==> src/rtl/prelude_pkg.sv <==
// Shared types for the prelude core fetch path: opcode classes, fetch FSM
// states, PC update commands and the opcode decode helper.
package prelude_pkg;

    localparam int ADDR_W = 8;
    localparam int DATA_W = 8;

    // Instruction class carried in the top two bits of every program byte
    typedef enum logic [1:0] {
        OP_IMM  = 2'd0,
        OP_CALC = 2'd1,
        OP_COPY = 2'd2,
        OP_COND = 2'd3
    } op_e;

    typedef enum logic [1:0] {
        IDLE = 2'd0,
        RUN  = 2'd1,
        HALT = 2'd2
    } fetch_state_e;

    // PC update request; LOAD (redirect) always outranks INC
    typedef enum logic [1:0] {
        PC_HOLD = 2'd0,
        PC_INC  = 2'd1,
        PC_LOAD = 2'd2
    } pc_cmd_e;

    function automatic op_e decode_op(input logic [DATA_W-1:0] byte_in);
        return op_e'(byte_in[DATA_W-1 -: 2]);
    endfunction

endpackage

==> src/rtl/prelude_pc.sv <==
// Program counter for the prelude fetch unit. Holds, increments with 8-bit
// wrap, or loads a redirect target. Asynchronous active-high reset.
module prelude_pc
    import prelude_pkg::*;
#(
    parameter logic [ADDR_W-1:0] RESET_PC = '0
) (
    input  logic              clk,
    input  logic              rst,
    input  pc_cmd_e           cmd_i,
    input  logic [ADDR_W-1:0] load_val_i,
    output logic [ADDR_W-1:0] pc_o
);

    logic [ADDR_W-1:0] pc_q;
    logic [ADDR_W-1:0] pc_d;

    // Next PC selection from the command
    always_comb begin
        pc_d = pc_q;
        case (cmd_i)
            PC_INC:  pc_d = pc_q + 1'b1;
            PC_LOAD: pc_d = load_val_i;
            default: pc_d = pc_q;
        endcase
    end

    // PC register
    always_ff @(posedge clk or posedge rst) begin
        if (rst) begin
            pc_q <= RESET_PC;
        end else begin
            pc_q <= pc_d;
        end
    end

    assign pc_o = pc_q;

endmodule

==> src/rtl/prelude_fetch_ctrl.sv <==
// Fetch controller for the prelude core. Drives the combinational program
// ROM from the PC, captures the returned byte into a one-entry slot and
// hands it to execute over valid/ready. Execute may redirect the PC at any
// time; a redirect flushes the slot.
// Optional build macro PRELUDE_STEP_EN: adds a 'step' input so that in RUN
// only one instruction is fetched per cycle with step=1.
module prelude_fetch_ctrl
    import prelude_pkg::*;
#(
    parameter int                PROG_LEN = 256,
    parameter logic [ADDR_W-1:0] RESET_PC = 8'h00
) (
    input  logic              clk,
    input  logic              rst,
`ifdef PRELUDE_STEP_EN
    input  logic              step,
`endif
    input  logic              start,
    input  logic              halt_req,
    output logic [ADDR_W-1:0] rom_addr,
    input  logic [DATA_W-1:0] rom_data,
    output logic              instr_valid,
    input  logic              instr_ready,
    output logic [DATA_W-1:0] instr,
    output logic [ADDR_W-1:0] instr_pc,
    output op_e               instr_op,
    input  logic              br_valid,
    input  logic [ADDR_W-1:0] br_target,
    output logic              halted
);

    // A full 256-word program simply wraps, so the end-of-program stop only
    // exists for shorter programs.
    localparam bit                AUTO_HALT_EN = (PROG_LEN < 256);
    localparam logic [ADDR_W-1:0] END_PC       = ADDR_W'(PROG_LEN % 256);

    fetch_state_e      state_q, state_d;
    logic              valid_q, valid_d;
    logic [DATA_W-1:0] instr_q, instr_d;
    logic [ADDR_W-1:0] ipc_q, ipc_d;
    // Set once the end-of-program stop has fired at the current PC, so that
    // a later start resumes fetching from PROG_LEN instead of stopping again.
    logic              end_done_q, end_done_d;

    logic [ADDR_W-1:0] pc;
    pc_cmd_e           pc_cmd;
    logic              step_ok;
    logic              at_end;
    logic              end_halt;
    logic              fetch_en;

`ifdef PRELUDE_STEP_EN
    assign step_ok = step;
`else
    assign step_ok = 1'b1;
`endif

    assign at_end   = AUTO_HALT_EN && (pc == END_PC) && !end_done_q;
    assign end_halt = (state_q == RUN) && at_end && !br_valid;
    // A capture needs a free slot, or one being drained this same cycle
    assign fetch_en = (state_q == RUN) && !br_valid && !at_end && step_ok
                      && (!valid_q || instr_ready);

    prelude_pc #(
        .RESET_PC (RESET_PC)
    ) u_pc (
        .clk        (clk),
        .rst        (rst),
        .cmd_i      (pc_cmd),
        .load_val_i (br_target),
        .pc_o       (pc)
    );

    // FSM next state; halt_req outranks start in HALT
    always_comb begin
        state_d = state_q;
        case (state_q)
            IDLE: if (start) state_d = RUN;
            RUN:  if (halt_req || end_halt) state_d = HALT;
            HALT: if (start && !halt_req) state_d = RUN;
            default: state_d = IDLE;
        endcase
    end

    // End-of-program marker: armed on the stop, released once the PC moves on
    always_comb begin
        end_done_d = end_done_q;
        if (br_valid) begin
            end_done_d = 1'b0;
        end else if (end_halt) begin
            end_done_d = 1'b1;
        end else if (pc != END_PC) begin
            end_done_d = 1'b0;
        end
    end

    // Slot update and PC command; a redirect beats both capture and accept
    always_comb begin
        valid_d = valid_q;
        instr_d = instr_q;
        ipc_d   = ipc_q;
        pc_cmd  = PC_HOLD;
        if (br_valid) begin
            valid_d = 1'b0;
            pc_cmd  = PC_LOAD;
        end else if (fetch_en) begin
            valid_d = 1'b1;
            instr_d = rom_data;
            ipc_d   = pc;
            pc_cmd  = PC_INC;
        end else if (valid_q && instr_ready) begin
            valid_d = 1'b0;
        end
    end

    // FSM state and slot registers
    always_ff @(posedge clk or posedge rst) begin
        if (rst) begin
            state_q    <= IDLE;
            valid_q    <= 1'b0;
            instr_q    <= '0;
            ipc_q      <= '0;
            end_done_q <= 1'b0;
        end else begin
            state_q    <= state_d;
            valid_q    <= valid_d;
            instr_q    <= instr_d;
            ipc_q      <= ipc_d;
            end_done_q <= end_done_d;
        end
    end

    assign rom_addr    = pc;
    assign instr_valid = valid_q;
    assign instr       = instr_q;
    assign instr_pc    = ipc_q;
    assign instr_op    = decode_op(instr_q);
    assign halted      = (state_q == HALT);

endmodule

==> config.mk <==
export PLATFORM = sky130hd
export DESIGN_NAME = prelude_fetch_ctrl
export DESIGN_NICKNAME = d
export VERILOG_FILES = /design/src/rtl/prelude_pkg.sv /design/src/rtl/prelude_pc.sv /design/src/rtl/prelude_fetch_ctrl.sv
export SDC_FILE = /design/constraint.sdc
export NUM_CORES = 1
export LEC_CHECK = 0
export CAP_MARGIN = 20
export CORE_ASPECT_RATIO = 1.2
export CORE_MARGIN = 2
export CORE_UTILIZATION = 46
export DETAILED_ROUTE_END_ITERATION = 16
export PLACE_DENSITY = 0.84
export SLEW_MARGIN = 10
export SYNTH_ARGS = -nofsm -noshare
export SYNTH_HDL_FRONTEND = slang
export SYNTH_SLANG_ARGS = --single-unit
==> constraint.sdc <==
create_clock -name clk -period 3.3 [get_ports clk]
set_clock_uncertainty 0.2 [all_clocks]
set_input_delay 0.66 -clock clk [delete_from_list [all_inputs] [get_ports clk]]
set_output_delay 0.66 -clock clk [all_outputs]
set_load 0.03 [all_outputs]
==> key figures, run 1 <==
Finish
  – Sequential cell area: between 600 and 700 µm²
  – Multi-input logic area: roughly 500 µm²
  – Share of layout cells above drive strength 1: about 14%
  – Diodes inserted: 0
  – Fill cells: a little over 200
  – Layout area overhead: 40.82%
  – Non-filler cells, final: about 190
  – Nets: between 150 and 200
  – Final core occ: 69.17%

Logic synthesis
  – EDFF count, synth: 0
  – Syn_nets: between 100 and 150
  – Area share of fa/ha/maj cells after synthesis: less than 1%
  – Simple logic cell fraction of the synthesized area: between 10% and 20%
  – Cells after Synth: around 110
  – Mapped Area: 1254 µm²
  – Fraction of synthesized area in multiplexers: approximately 16%
  – Syn. warnings: 0
  – Post-Synth XOR/XNOR Area: under 10%
  – Post-synth ARST share: between 90% and 100%
  – Area fraction of the dominant cell type after synthesis: 53.89%
  – Seq/Total Area, Yosys: a little over half
  – Synth top cells by count: 27 x dfrtp_1, 12 x nand2_1, 10 x o21ai_0
  – Cell accounting for the most synthesized area: dfrtp_1
  – Syn Area/Cell: around 12 µm²
  – Seq cells post-synth: 27
  – Cell variety after synth: 28
  – Largest family of logic cells by synthesized area: multiplexers
  – Synth Area in Compound Gates: roughly 6%
  – Synth area leaders: dfrtp_1 54%, mux2_2 7.2%, mux2_4 7.2%
  – Cell with the most instances after synthesis: dfrtp_1
  – Main synth FF type: dfrtp_1

Global routing
  – First-pass GRT wire length: approximately 4300 µm
  – Largest net degree at the start of global routing: 28
  – Total track usage: around a fifth
  – Number of global-route vias before repair: 947
  – Initial antenna violation count: 0
  – Grt total ovfl: 0

Routing
  – Routed vias/inst: 4.963
  – DR WL/cell: about 14 µm
  – DRT iter0 DRCs: 15
  – Vias: around 930
  – Antenna Nets Post-Route: 0
  – First-pass DRT Iterations: 4
  – WL final: 2585 µm
  – Drc violations: 0

Floorplan
  – Starting density of the core: around half
  – Die area: 3161 µm²
  – CORE AREA: 2552 µm²
  – Chip width: 51.66 µm
  – Row count: 20
  – I/O pins: 50
  – Die Ht: 61.19 µm

Worst hold path
  – Hold Crit Class: reg2reg
  – Hold Path Depth: 1
  – HP Start: state_q[1]$_DFFE_PP0P_
  – Hold Path Sink: state_q[0]$_DFFE_PP0P_

Clock network
  – CTS sink cnt: 27
  – Clock Latency Late Sink: between 0.3 and 0.4 ns
  – Max clock buf depth: 2
  – Setup Fix Bufs, Post-CTS: 0
  – TritonCTS Buffers: 3
  – Root Driver: clkbuf_4
  – H-tree levels: 1
  – PostCTS Resize Cnt: 0
  – Hold-fix buffers, CTS: 0
  – TritonCTS clock tree: built
  – Clock transition at path regs: about 0.14 ns

Worst setup path
  – Worst reg2reg endpoint: instr_pc[4]$_DFFE_PP0P_
  – Critical path class: reg2out
  – Worst Setup End Kind: output port
  – Critical Path Max Stage Delay: approximately 0.66 ns
  – Crit-path cells: and2b_2 -> clkdlybuf4s50_1
  – Reg2reg start: instr_valid$_DFFE_PP0P_
  – Critical-path maximum fanout: 4
  – Top delay family on crit path: buffers and inverters
  – CP max stage cell: clkdlybuf4s50_1
  – Cell depth of the worst flop-to-flop path: 4
  – CP Buf/Inv Count: 1
  – Reg-to-reg slack, setup: approximately 1.2 ns
  – Critical path required time: 2.44 ns
  – Critical path startpoint: state_q[0]$_DFFE_PP0P_
  – Startpoint types: flop
  – CP Data Arrival Time: approximately 1.7 ns

STA
  – Peak Freq: roughly 400 MHz
  – Unrepaired setup endpoints after global routing: false
  – Worst setup margin: approximately 0.78 ns
  – Fin crit period: about 2.5 ns
  – Final Hold Slack: between 0.2 and 0.3 ns
  – Worst-Margin Slew: between 0.5 and 0.6 ns
  – Final worst-path cycle share: roughly 76%
  – Final setup vio count: 0
  – Final Slew Violations: 0
  – Hold Fails Final Rpt: 0
  – Relative slew slack: between 60% and 70%
  – Total negative slack: 0 ns

Power
  – Cell area power density: about 900 nW/µm²
  – Leak: ~0.76 nW
  – VDD IR max: approximately 0.60 mV

Job
  – Max Cap Viol: 0

Place
  – Pre-CTS setup slack: between 0.4 and 0.5 ns
  – HPWL after detailed placement: about 2000 µm
  – RePlAce Congestion: 0.7470
  – Cells after DPL: approximately 180
  – Port buffer count: roughly 50

Outcome
  – Status: finished clean
cells in the final DEF, fill, tap and decap left out, types with 3 or more instances in the layout:
| cell | synthesis | final |
|---|---|---|
| dfrtp_1 | 27 | 27 |
| buf_4 | 3 | 3 |
| clkdlybuf4s50_1 | 0 | 49 |
| xnor2_1 | 6 | 6 |
| nor3_1 | 3 | 3 |
| nand2_1 | 12 | 12 |
| inv_1 | 5 | 5 |
| mux2_2 | 8 | 8 |
| mux2_4 | 6 | 6 |
| o21ai_0 | 10 | 10 |
| clkbuf_4 | 0 | 3 |
stage by stage:
step	total power [mW]	area, µm²
floorplan	1.146	1254
global placement	1.432	1735
detailed placement	1.461	1735
CTS	1.605	1765
global route	1.680	1765
finish	1.588	1765
report_power, final:
part	total [mW]	leakage [nW]	internal [mW]	switching [mW]
Sequential	0.558	0.326	0.462	0.0961
Clock	0.145	0.0139	0.0464	0.0991
Combinational	0.885	0.418	0.422	0.463
Total	1.59	0.758	0.930	0.658
layout make-up:
type	count	share of cell area (%)
Clock inverter	1	0.4252
Inverter	5	1.063
Tap cell	33	2.339
Timing Repair Buffer	52	29.06
Multi-Input combinational cell	66	27.57
Clock buffer	3	1.276
Sequential cell	27	38.27
registers in the layout, indices dropped and copies added, names as in the netlist:
| name | count |
|---|---|
| instr_valid | 1 |
| state_q | 2 |
| instr | 8 |
| instr_pc | 8 |
| u_pc.pc_o | 8 |
how the worst max path moves through the flow:
stage / endpoint / slack [ns] / depth (start not counted)
floorplan: instr[0]$_DFFE_PP0P_ / 1.23 / 5
finish: halted / 0.78 / 2
CTS: halted / 0.77 / 2
global placement: instr_pc[5]$_DFFE_PP0P_ / 0.54 / 5
global route: instr_pc[4]$_DFFE_PP0P_ / 0.71 / 5
detailed placement: instr_pc[4]$_DFFE_PP0P_ / 0.47 / 5
metal layers:
metal	vias to the layer above	part of all wire [%]	wire [µm]	track usage, %
li1	451	-	-	-
met1	445	41	1053	23.10
met2	28	54	1404	34.62
met3	4	4.1	105	2.427
met4	0	0.89	23	5.639
met5	-	0	0	0
worst register-to-register path, stage by stage (launching register included):
cell	delay [ns]
dfrtp_1	0.37
nor2b_1	0.47
or3_1	0.42
buf_4	0.27
mux2_4	0.31
cells by family after synthesis:
group                    count (synthesis)
adder cells (fa/ha/maj)                  1
buffers and inverters                   13
multiplexers                            16
AND/OR/NAND/NOR                         29
AO/OA/AOI/OAI                           14
flip-flops                              27
XOR/XNOR                                 6
Power figures use the tool's default switching activity.
==> run 2: changes to the inputs <==
CORE_UTILIZATION = 38   (was 46)
PLACE_DENSITY = 0.74   (was 0.84)
clock period = 2.25 ns   (was 3.3 ns; I/O delays follow)
==> run 2 against run 1 <==
Utilization is 12 points lower. Power is 48% higher. Highest routed layer unchanged. Final cell count rose by 2.7%. Worst setup slack worse by 0.68 ns. Combinational power rose by 50%. Sequential power is 46% higher. Routed wire length grew 0.58%. Critical path depth is 1 lower. Non-clock buffer count is 2 higher. Global-route usage down 3.5 points. Design area increased by 1.5%. Clock-buffer cell count rose by 1. Critical endpoint is now rom_addr[2].
==> key figures, run 2 (synthesis results as in run 1) <==
Power
  – NetSw: 0.9605 mW (+46%)
  – Seq pwr share: 34.7% (-0.4 points)
  – Clock share of power: 8.7% (-0.5 points)
  – Pint: 1.391 mW (+50%)
  – VDD IR max: 0.8727 mV (+44%)
  – Leak: 0.7791 nW (+2.7%)
  – Switching part of the total: 40.85% (-0.60 points)
  – Gate power share: 56.6% (+0.9 points)
  – Cell area power density: 1312 nW/µm² (+46%)

STA
  – Hold Fails Final Rpt: 0 (unchanged)
  – Final Slew Violations: 0 (unchanged)
  – Total negative slack: 0 ns (unchanged)
  – Final setup vio count: 0 (unchanged)
  – Unrepaired setup endpoints after global routing: false
  – Final worst-path cycle share: between 90% and 100%
  – Peak Freq: roughly 460 MHz
  – Worst-Margin Slew: 0.3384 ns (-0.2122 ns)
  – Fin crit period: around 2.2 ns
  – Relative slew slack: 77.12% (+14 points)

Global routing
  – Initial antenna violation count: 0 (unchanged)
  – Grt total ovfl: 0 (unchanged)
  – Largest net degree at the start of global routing: 28 (unchanged)
  – Total track usage: 15.25% (-3.5 points)
  – Number of global-route vias before repair: 976 (+3.1%)
  – First-pass GRT wire length: 4505 µm (+4.0%)

Worst setup path
  – Worst reg2reg endpoint: instr[1]$_DFFE_PP0P_
  – Critical-path maximum fanout: 6 (+2)
  – Cell depth of the worst flop-to-flop path: 4 (unchanged)
  – Critical path startpoint: u_pc.pc_o[2]$_DFFE_PP0P_
  – Critical path class: reg2out
  – Reg2reg start: instr_valid$_DFFE_PP0P_
  – Crit-path cells: clkdlybuf4s50_1
  – CP max stage cell: clkdlybuf4s50_1
  – Critical path required time: 1.60 ns (-0.84 ns)
  – CP Buf/Inv Count: 1 (unchanged)
  – Reg-to-reg slack, setup: 0.55 ns (-0.61 ns)
  – Top delay family on crit path: buffers and inverters
  – Critical Path Max Stage Delay: 0.73 ns (+0.07 ns)
  – Startpoint types: flop
  – Worst Setup End Kind: output port
  – CP Data Arrival Time: 1.51 ns (-0.15 ns)

Place
  – HPWL after detailed placement: 2050 µm (+2.2%)
  – RePlAce Congestion: 0.7611 (+1.9%)
  – Port buffer count: 49 (unchanged)
  – Placed instance area: 1767 µm² (+1.8%)

Routing
  – DRT iter0 DRCs: 24 (+9)
  – First-pass DRT Iterations: 4 (unchanged)
  – Vias: 935 (+0.75%)
  – Antenna Nets Post-Route: 0 (unchanged)
  – WL final: 2600 µm (+0.58%)
  – Routed vias/inst: 4.870 (-1.9%)
  – Drc violations: 0 (unchanged)
  – DR WL/cell: 13.54 µm (-2.0%)

Clock network
  – H-tree levels: 1 (unchanged)
  – TritonCTS Buffers: 3 (unchanged)
  – Max clock buf depth: 2 (unchanged)
  – TritonCTS clock tree: built
  – Clock transition at path regs: 0.14 ns (about the same)
  – CTS sink cnt: 27 (unchanged)
  – Clock Latency Late Sink: 0.31 ns (about the same)
  – Root Driver: clkbuf_4

Worst hold path
  – Hold Crit Class: in2async

Floorplan
  – Die Ht: 66.92 µm (+9.4%)
  – CORE AREA: 3110 µm² (+22%)
  – Chip width: 56.44 µm (+9.3%)
  – Starting density of the core: 40.31% (-8.8 points)
  – I/O pins: 50 (unchanged)
  – Die area: 3777 µm² (+19%)
  – Row count: 22 (+10%)

Finish
  – Diodes inserted: 0 (unchanged)
  – Share of layout cells above drive strength 1: 14.74% (+0.46 points)
  – Layout area overhead: 42.91%
  – Most common cell after layout, fill and taps aside: clkdlybuf4s50_1
  – Final Cell Area: 1792 µm² (+1.5%)
  – Nets: 180 (+1.1%)
  – Fill cells: 284 (+39%)
  – Commonest non-fill, non-tap cells in the layout: 48 x clkdlybuf4s50_1, 27 x dfrtp_1, 12 x nand2_1, 10 x o21ai_0, 8 x mux2_2

Outcome
  – Status: finished clean

Job
  – Max Cap Viol: 0 (unchanged)
-- run 2: changes by cell type in the layout (fill, tap and decap cells not counted), sizes merged --
| cell | before | now |
|---|---|---|
| clkbuf | 3 | 4 |
| clkinvlp | 1 | 0 |
| dlygate4sd2 | 0 | 1 |
| buf | 3 | 5 |
| clkdlybuf4s50 | 49 | 48 |
-- run 2: worst max-delay path by stage --
| stage | depth (start not counted) | end | slack, ns |
|---|---|---|---|
| floorplan | 6 | instr[0]$_DFFE_PP0P_ | 0.23 |
| global placement | 5 | instr[0]$_DFFE_PP0P_ | 0.12 |
| detailed placement | 5 | instr_pc[2]$_DFFE_PP0P_ | 0.09 |
| CTS | 1 | rom_addr[2] | 0.07 |
| global route | 1 | rom_addr[2] | 0.01 |
| finish | 1 | rom_addr[2] | 0.09 |
-- run 2: worst min-delay path, cell delays in order --
cell	delay [ns]
clkdlybuf4s50_1	0.40
inv_1	0.05
buf_4	0.32
-- run 2: per-stage QoR --
step | setup slack, ns | power (mW) | hold WS, ns | instances | utilization (%)
finish | 0.09430 | 2.351 | 0.2718 | 192 | 57.60
global route | 0.01032 | 2.490 | 0.2968 | 192 | 57.60
CTS | 0.07476 | 2.381 | 0.2744 | 192 | 57.60
detailed placement | 0.08682 | 2.180 | 0.2552 | 188 | 56.80
global placement | 0.1249 | 2.135 | 0.2447 | 188 | 56.80
floorplan | 0.2252 | 1.681 | 0.2295 | 106 | -
-- run 2: layout make-up --
class	instances	area (µm²)	share of cell area, %
multi-input cells	66	486.7	27.16
inverters	5	18.77	1.047
flip-flops and latches	27	675.6	37.71
repair buffers	54	539.3	30.10
clock buffers	4	26.28	1.466
well taps	36	45.04	2.514
-- run 2: power groups by stage --
stage	clock network, mW	logic [mW]	registers [mW]
floorplan	0	0.518	1.16
global placement	0	1.32	0.817
detailed placement	0	1.35	0.832
CTS	0.215	1.35	0.820
global route	0.235	1.40	0.851
finish	0.205	1.33	0.816
-- run 2: timing repair --
action	in CTS	in global routing
setup endpoints to repair	1	0
setup buffers	0	0
hold buffers	0	0
gates resized for setup	1	0
-- run 2: metal layers --
metal / vias to the layer above / part of all wire [%] / global-route usage [%]
li1: 457 / - / -
met1: 442 / 40 / 17.97
met2: 32 / 54 / 28.49
met3: 4 / 4.4 / 2.136
met4: 0 / 1.2 / 4.464
met5: - / 0 / 0
==> run 3: changes to the inputs <==
PLACE_DENSITY = 0.71   (was 0.74)
==> run 3 against run 2 <==
Clock power down 3%. Global-route usage about the same. Via count up 1.2%. Worst setup slack worse by 0.0020 ns. Largest cell class unchanged. Largest power group unchanged. Highest routed layer unchanged.
==> key figures, run 3 (synthesis results as in run 1) <==
Outcome
  – Status: finished clean

Routing
  – WL final: 2579 µm (-0.81%)
  – Drc violations: 0 (unchanged)
  – DR WL/cell: 13.36 µm (-1.3%)
  – Vias: 946 (+1.2%)
  – Routed vias/inst: 4.902 (+0.65%)
  – First-pass DRT Iterations: 2 (-2)
  – Antenna Nets Post-Route: 0 (unchanged)
  – DRT iter0 DRCs: 24 (unchanged)

Worst setup path
  – CP Data Arrival Time: 1.51 ns (about the same)
  – Worst Setup End Kind: output port
  – Critical path class: reg2out
  – Critical path depth: 1 (unchanged)
  – Critical path required time: 1.60 ns (about the same)
  – Critical path startpoint: u_pc.pc_o[2]$_DFFE_PP0P_
  – Reg2reg start: state_q[1]$_DFFE_PP0P_
  – Cell depth of the worst flop-to-flop path: 4 (unchanged)
  – Reg-to-reg slack, setup: 0.53 ns (-0.02 ns)
  – Worst reg2reg endpoint: instr_pc[3]$_DFFE_PP0P_
  – Critical-path maximum fanout: 6 (unchanged)
  – Startpoint types: flop
  – CP Buf/Inv Count: 1 (unchanged)
  – Crit path to: rom_addr[2]
  – CP max stage cell: clkdlybuf4s50_1
  – Critical Path Max Stage Delay: 0.71 ns (-0.02 ns)
  – Top delay family on crit path: buffers and inverters
  – Crit-path cells: clkdlybuf4s50_1

Power
  – Leak: 0.7775 nW (-0.20%)
  – Tot Pwr: 2.335 mW (-0.71%)
  – Cell area power density: 1307 nW/µm² (-0.43%)
  – VDD IR max: 0.8424 mV (-3.5%)

STA
  – Fin crit period: 2.158 ns (+0.001968 ns)
  – Hold Fails Final Rpt: 0 (unchanged)
  – Peak Freq: 463.5 MHz (about the same)
  – Final Hold Slack: 0.2732 ns (+0.001398 ns)
  – Relative slew slack: 75.44% (-1.7 points)
  – Total negative slack: 0 ns (unchanged)
  – Unrepaired setup endpoints after global routing: false
  – Worst-Margin Slew: 0.3632 ns (+0.02479 ns)
  – Final Slew Violations: 0 (unchanged)
  – Final setup vio count: 0 (unchanged)
  – Final worst-path cycle share: 95.90% (about the same)

Floorplan
  – Starting density of the core: 40.31% (unchanged)
  – Row count: 22 (unchanged)
  – Die area: 3777 µm² (unchanged)
  – Die Ht: 66.92 µm (unchanged)
  – CORE AREA: 3110 µm² (unchanged)
  – Chip width: 56.44 µm (unchanged)
  – I/O pins: 50 (unchanged)

Finish
  – Diodes inserted: 0 (unchanged)
  – Final core occ: 57.44% (-0.16 points)
  – Nets: 181 (+0.56%)
  – Most common cell after layout, fill and taps aside: clkdlybuf4s50_1
  – Fill cells: 286 (+0.70%)
  – Non-filler cells, final: 193 (+0.52%)
  – Layout area overhead: 42.51%
  – Commonest non-fill, non-tap cells in the layout: 48 x clkdlybuf4s50_1, 27 x dfrtp_1, 12 x nand2_1, 10 x o21ai_0, 8 x mux2_2
  – Share of layout cells above drive strength 1: 15.29% (+0.54 points)

Place
  – Cells after DPL: 189 (+0.53%)
  – HPWL after detailed placement: 2035 µm (-0.73%)
  – Port buffer count: 49 (unchanged)
  – RePlAce Congestion: 0.7824 (+2.8%)

Clock network
  – Root Driver: clkbuf_4
  – TritonCTS Buffers: 3 (unchanged)
  – Clock Latency Late Sink: 0.31 ns (about the same)
  – Clock transition at path regs: 0.13 ns (about the same)
  – Max clock buf depth: 2 (unchanged)
  – Setup Fix Bufs, Post-CTS: 0 (unchanged)
  – TritonCTS clock tree: built
  – CTS sink cnt: 27 (unchanged)
  – H-tree levels: 1 (unchanged)

Global routing
  – Total track usage: 15.23% (-0.022 points)
  – Largest net degree at the start of global routing: 28 (unchanged)
  – Initial antenna violation count: 0 (unchanged)
  – First-pass GRT wire length: 4450 µm (-1.2%)
  – Grt total ovfl: 0 (unchanged)
  – Number of global-route vias before repair: 959 (-1.7%)

Worst hold path
  – Hold Crit Class: in2async

Job
  – Max Cap Viol: 0 (unchanged)
run 3: repair_timing:
item                       4_1_cts  5_1_grt
setup endpoints to repair        1        0
hold buffers                     0        0
resized for setup                1        0
run 3: report_power, final:
group | switching, mW | internal [mW] | total, mW | leakage, nW
Sequential | 0.140 | 0.677 | 0.817 | 0.326
Combinational | 0.681 | 0.638 | 1.32 | 0.436
Clock | 0.130 | 0.0692 | 0.199 | 0.0150
run 3: routing by layer:
metal	vias up	GRT usage (%)	share of wire (%)
met5	-	0	0
li1	458	-	-
met3	4	2.524	4.3
met1	457	19.63	43
met4	0	4.464	0.78
met2	27	26.16	52
run 3: worst min-delay path: cells and delay by family:
family	cells	cell delay [ns]
buf+inv	3	0.75
run 3: worst min path at each step:
stage | to | slack [ns] | start
2_1_floorplan | state_q[0]$_DFFE_PP0P_ | 0.23 | state_q[1]$_DFFE_PP0P_
3_3_place_gp | state_q[0]$_DFFE_PP0P_ | 0.24 | state_q[1]$_DFFE_PP0P_
5_1_grt | instr[4]$_DFFE_PP0P_ | 0.30 | rst
6_report | instr_valid$_DFFE_PP0P_ | 0.27 | rst
3_5_place_dp | state_q[0]$_DFFE_PP0P_ | 0.26 | state_q[1]$_DFFE_PP0P_
4_1_cts | instr[0]$_DFFE_PP0P_ | 0.28 | rst
run 3: layout make-up:
| type | instances | area [µm²] | share of cell area, % |
|---|---|---|---|
| Clock buffer | 4 | 26.28 | 1.471 |
| Timing Repair Buffer | 55 | 534.3 | 29.90 |
| Inverter | 5 | 18.77 | 1.050 |
| Tap cell | 36 | 45.04 | 2.521 |
| Multi-Input combinational cell | 66 | 486.7 | 27.24 |
| Sequential cell | 27 | 675.6 | 37.82 |
run 3: per-stage QoR:
step                      cell area [µm²]  worst slack, ns
after CTS                            1787          0.07109
after global placement               1762           0.1213
after detailed placement             1762          0.09725
after global routing                 1787        0.0007728
final                                1787          0.09233
after floorplan                      1254           0.2252
